## src/rtl/rca_byte_seq.sv

```systemverilog
// rca_byte_seq
//   Byte-serial operand sequencer and result collector for an external
//   8-bit ripple adder. A W-bit (W = 8*NBYTES) add is broken into NBYTES
//   byte steps; each step presents one byte of each operand plus the
//   running carry to the adder. It then captures the 9-bit sum and chains
//   the adder's carry-out into the next step.
//
// Parameters
//   NBYTES   number of operand bytes (>= 2), W = 8*NBYTES
//
// Ports
//   CLK      in   1     sole clock, rising edge
//   RST      in   1     asynchronous, active-high reset
//   IN_VLD   in   1     operand request valid
//   IN_RDY   out  1     block can accept operands (IDLE only)
//   A, B     in   W     operands
//   C        in   1     initial carry-in
//   SUB      in   1     subtract request (only with RCA_SUB_EN)
//   OUT_VLD  out  1     result valid (DONE only)
//   OUT_RDY  in   1     consumer accepts result
//   S        out  W+1   result, carry-out in MSB
//   ADD_A    out  8     operand A byte to the adder
//   ADD_B    out  8     operand B byte to the adder
//   ADD_C    out  1     carry to the adder
//   ADD_S    in   9     adder sum, ADD_S[8] = carry-out
//
// Configuration
//   RCA_SUB_EN  when defined, adds port SUB. With SUB=1 the B bytes are
//               inverted and the initial carry is forced to 1, so that
//               S = A - B mod 2^W and S[W] = 1 means "no borrow".

module rca_byte_seq #(
  parameter int NBYTES = 4
) (
  input  logic                CLK,
  input  logic                RST,
  input  logic                IN_VLD,
  output logic                IN_RDY,
  input  logic [8*NBYTES-1:0] A,
  input  logic [8*NBYTES-1:0] B,
  input  logic                C,
`ifdef RCA_SUB_EN
  input  logic                SUB,
`endif
  output logic                OUT_VLD,
  input  logic                OUT_RDY,
  output logic [8*NBYTES:0]   S,
  output logic [7:0]          ADD_A,
  output logic [7:0]          ADD_B,
  output logic                ADD_C,
  input  logic [8:0]          ADD_S
);

  localparam int W  = 8 * NBYTES;
  localparam int KW = $clog2(NBYTES);

  typedef enum logic [1:0] {
    IDLE = 2'd0,
    RUN  = 2'd1,
    DONE = 2'd2
  } state_t;

  state_t          state_q;
  logic [KW-1:0]   k_q;
  logic            carry_q;
  logic [W-1:0]    a_q;
  logic [W-1:0]    b_q;
  logic [W:0]      s_q;
  logic            inRdy_q;
  logic            outVld_q;
`ifdef RCA_SUB_EN
  logic            sub_q;
`endif

  // Bit offset of the current byte: k*8, built by concatenation so the
  // select index needs no multiplier and has no width surprises.
  logic [KW+2:0]   bitOff;
  assign bitOff = {k_q, 3'b000};

  assign IN_RDY  = inRdy_q;
  assign OUT_VLD = outVld_q;
  assign S       = s_q;

  // Adder operand mux. This has to be combinational from the registers,
  // because the adder's sum for byte k is captured on the same edge.
  // Outside RUN the adder inputs are parked at zero.
  always_comb begin
    ADD_A = 8'h00;
    ADD_B = 8'h00;
    ADD_C = 1'b0;
    if (state_q == RUN) begin
      ADD_A = a_q[bitOff +: 8];
`ifdef RCA_SUB_EN
      ADD_B = sub_q ? ~b_q[bitOff +: 8] : b_q[bitOff +: 8];
`else
      ADD_B = b_q[bitOff +: 8];
`endif
      ADD_C = carry_q;
    end
  end

  // Sequencer FSM: accepts operands in IDLE and walks the bytes in RUN.
  // It then holds the result in DONE until the consumer takes it.
  // IN_RDY and OUT_VLD are kept as their own flops so that they change
  // together with the state.
  always_ff @(posedge CLK or posedge RST) begin
    if (RST) begin
      state_q  <= IDLE;
      k_q      <= '0;
      carry_q  <= 1'b0;
      a_q      <= '0;
      b_q      <= '0;
      s_q      <= '0;
      inRdy_q  <= 1'b1;
      outVld_q <= 1'b0;
`ifdef RCA_SUB_EN
      sub_q    <= 1'b0;
`endif
    end else begin
      case (state_q)
        IDLE: begin
          if (IN_VLD) begin
            a_q     <= A;
            b_q     <= B;
            s_q     <= '0;
            k_q     <= '0;
            inRdy_q <= 1'b0;
            state_q <= RUN;
`ifdef RCA_SUB_EN
            sub_q   <= SUB;
            // Two's-complement subtract: invert B and add one through
            // the initial carry. In this case the caller's C is ignored.
            carry_q <= SUB ? 1'b1 : C;
`else
            carry_q <= C;
`endif
          end
        end

        RUN: begin
          s_q[bitOff +: 8] <= ADD_S[7:0];
          carry_q          <= ADD_S[8];
          if (k_q == KW'(NBYTES - 1)) begin
            // The final carry-out becomes the MSB of the wide result.
            s_q[W]   <= ADD_S[8];
            k_q      <= '0;
            outVld_q <= 1'b1;
            state_q  <= DONE;
          end else begin
            k_q <= k_q + 1'b1;
          end
        end

        DONE: begin
          if (OUT_RDY) begin
            outVld_q <= 1'b0;
            inRdy_q  <= 1'b1;
            state_q  <= IDLE;
          end
        end

        default: begin
          outVld_q <= 1'b0;
          inRdy_q  <= 1'b1;
          state_q  <= IDLE;
        end
      endcase
    end
  end

endmodule

```

## config.mk

```make
export PLATFORM = sky130hd
export DESIGN_NAME = rca_byte_seq
export DESIGN_NICKNAME = d
export VERILOG_FILES = /design/src/rtl/rca_byte_seq.sv
export SDC_FILE = /design/constraint.sdc
export NUM_CORES = 1
export LEC_CHECK = 0
export ABC_AREA = 1
export BUFFER_PORTS_ARGS = -buffer_cell sky130_fd_sc_hd__buf_2
export CAP_MARGIN = 20
export CELL_PAD_IN_SITES_DETAIL_PLACEMENT = 1
export CELL_PAD_IN_SITES_GLOBAL_PLACEMENT = 2
export CORE_MARGIN = 3
export CORE_UTILIZATION = 26
export DETAILED_ROUTE_END_ITERATION = 7
export PLACE_DENSITY = 0.73
export SETUP_SLACK_MARGIN = 0.3
export SYNTH_ARGS = -nofsm -noshare
export SYNTH_HDL_FRONTEND = slang
export SYNTH_SLANG_ARGS = --single-unit
```

## constraint.sdc

```tcl
create_clock -name CLK -period 3 [get_ports CLK]
set_clock_uncertainty 0.15 [all_clocks]
set_input_delay 0 -clock CLK [delete_from_list [all_inputs] [get_ports CLK]]
set_output_delay 0 -clock CLK [all_outputs]
set_load 0.05 [all_outputs]
```

==> results.md <==
- Status: finished, final reports clean
- RD Place Congestion: between 0.7 and 0.8
- Worst EP arrival: 2.07 ns
- CTS root buffer: clkbuf_16
- Ys Warns: 0
- Post-synth top area share: between 50 and 60%
- Hold-fix buffer count after cts: 77
- Fmax: around 450 MHz
- Crit path depth: 6
- Count leader, synth: nand2_1
- Die Ht: ~140 um
- CTS tree: yes
- Most common flop cell mapped by yosys: dfrtp_1
- WL met1: between 7000 and 8000 um
- Power density cells: about 1000 nW/um^2
- DR top layer: met4
- Iteration-0 DRC count of the detailed router: approximately 170
- FFs w/ async S/R, synth: 100%
- Worst flop-to-flop path startpoint: state_q[1]$_DFFE_PP0P_
- Synth top cells by count: nand2_1 (246), dfrtp_1 (103), o21ai_0 (57)
- Crit path from: k_q[1]$_DFFE_PP0P_
- CP peak stage delay: between 0.5 and 0.6 ns
- Std cell rows: 48
- Final Max Tran Viols: 0
- Fin Setup TNS: 0 ns
- Area growth syn-to-layout: 41.1%
- DRC viols: 0
- Post-cts gate resize count: 0
- Mapped Area: ~4700 um^2
- Post-synthesis sequential area ratio: 55.6%
- RSZ-0062 raised after global routing: no
- Clock sink total: roughly 100
- DPL Wire Length: ~11000 um
- Biggest area consumer among synthesized cells: dfrtp_1
- CP required: 2.85 ns
- Final WL: between 15000 and 20000 um
- Crit path kind: reg -> out
- Synth top area cells: dfrtp_1 (55%), nand2_1 (20%), o21ai_0 (6.1%), nor2_1 (3.9%), inv_1 (3.0%)
- Chip width: about 140 um
- Critical Path End: ADD_B[2]
- Io pins: between 100 and 150
- Crit-path slowest cell: dfrtp_1
- Startpoint class of the critical path: register
- Pin count of the biggest net entering global routing: 64
- Full die area: 19700 um^2
- Nets@finish: 870
- CORE AREA: between 15000 and 20000 um^2
- CTS Buffer Depth: 2
- Htree depth: 3
- First-pass GRT wire length: around 26000 um
- Slew @ Worst Pin: roughly 0.71 ns
- Setup-failing EPs final: 0
- Area of the multi-input gates: ~1800 um^2
- Vias in the first global route: just over 5000
- # fillers: roughly 2100
- Crit path max fanout: 14
- Hold Slack: between 0.02 and 0.025 ns
- Detail Route met3 WL: around 670 um
- Pre-CTS setup slack: ~0.91 ns
- Syn_nets: roughly 670
- Gr usage total: between 10% and 20%
- Share of layout cells above drive strength 1: between 20 and 25%
- Later-pin clock latency in the skew report: between 0.3 and 0.4 ns
- Crit path capture type: output port
- Post-layout min period: about 2.2 ns
- Final antenna-violating net count: 0
- P_leak: around 3.5 nW
- Metal2 WL: between 7000 and 8000 um
- Rel. slew slack: a little over half
- Initial Util: between 20% and 30%
- Worst-path cell chain: inv_1 -> buf_4 -> nor2_1 -> o21ai_0 -> a21oi_1 -> buf_2
- Fin. Hold Viols: 0
- R2R depth: 5
- Mean area per synthesized cell: 7.96 um^2
- Max_cap viols: 0
- Initial antenna violation count: 3
- Port bufs: between 100 and 150
- Reg area: 2610 um^2
- R2R Path End: carry_q$_DFFE_PP0P_
- CTS Buf Count: 9
- Worst Path Buf+Inv: 3
- Post-synth EDFFs: 0
- R2R setup slack: just under 0.8 ns
- Peak supply drop: between 500 and 600 uV
- Mean number of vias per cell: ~4.5
- DR pass1 iterations: 4
- Cells after Synth: approximately 600
- Delay-heaviest family, CP: buffers and inverters
- Setup WS post-layout: around 0.8 ns
- Wire per inst: approximately 16 um
- Grt ovf: 0
- Yosys reg bits: 104
- Tcrit/Tclk final: about three quarters
- Clock-pin slew of the registers on the worst-case setup and hold paths: 0.07 ns
- Setup Fix Bufs, Post-CTS: 0
- Type of the most critical hold path: in -> reg
- Via Count: about 4600
- Synth cell types: 21
## worst min-delay path: cells and delay by family
kind | cells | cell delay (ns)
AOI/OAI and AO/OA | 1 | 0.11
buffers and inverters | 1 | 0.11
and+or+nand+nor | 2 | 0.25
## cell usage in the layout (no fill, tap or decap), types with 13 or more instances in the layout
cell | netlist | layout
nor2_1 | 49 | 49
a21oi_1 | 25 | 25
o21ai_0 | 57 | 57
inv_1 | 38 | 37
buf_2 | 7 | 129
dlygate4sd3_1 | 0 | 77
dfrtp_1 | 103 | 102
nand2_1 | 246 | 246
nand3_1 | 13 | 13
## metrics by stage
step,power (mW),utilization (%),area (um^2),std cells
2_1_floorplan,4.80,-,4690,589
3_3_place_gp,5.72,31.9,5570,924
3_5_place_dp,5.82,31.9,5570,924
4_1_cts,7.05,37.8,6610,1017
5_1_grt,7.52,37.9,6620,1020
6_report,6.93,37.9,6620,1020
## area by class of cell
class / instances / share of cell area, %
diodes: 3 / 0.113
clock buffers: 12 / 3.57
clock inverters: 4 / 0.454
inverters: 42 / 2.44
multi-input cells: 415 / 27.2
flip-flops and latches: 104 / 39.4
well taps: 225 / 4.26
repair buffers: 215 / 22.6
## flip-flops by register name, summed over array words and instances (netlist names)
name / count
k_q: 2
state_q: 2
a_q: 32
IN_RDY: 1
carry_q: 1
OUT_VLD: 1
b_q: 32
S: 33
## where the power goes
group	switching (mW)	internal [mW]	total, mW
Combinational	2.64	0.936	3.58
Clock	0.524	0.568	1.09
Sequential	0.305	1.96	2.26
## worst min-delay path by stage
stage | endpoint | start | cells past startpoint
after global placement | OUT_VLD$_DFFE_PP0P_ | RST | 2
after CTS | k_q[1]$_DFFE_PP0P_ | IN_VLD | 4
final | k_q[1]$_DFFE_PP0P_ | IN_VLD | 4
after floorplan | a_q[0]$_DFFE_PP0P_ | A[0] | 2
after global routing | k_q[1]$_DFFE_PP0P_ | IN_VLD | 4
after detailed placement | OUT_VLD$_DFFE_PP0P_ | RST | 2
## per-layer routing
layer  up-vias  global-route usage, %
met5         -                      0
met4         0                   4.54
met3        17                   3.65
met2        99                   27.4
met1      2197                   21.5
li1       2242                      -
## kinds of logic after synthesis
group                      Yosys count  share of synthesized area, %
adders and majority gates            5                          1.33
AOI/OAI and AO/OA                   98                          11.1
DFF                                104                          55.6
and+or+nand+nor                    312                          25.9
buffers and inverters               70                          6.11
(Power assumes the default switching activity.)
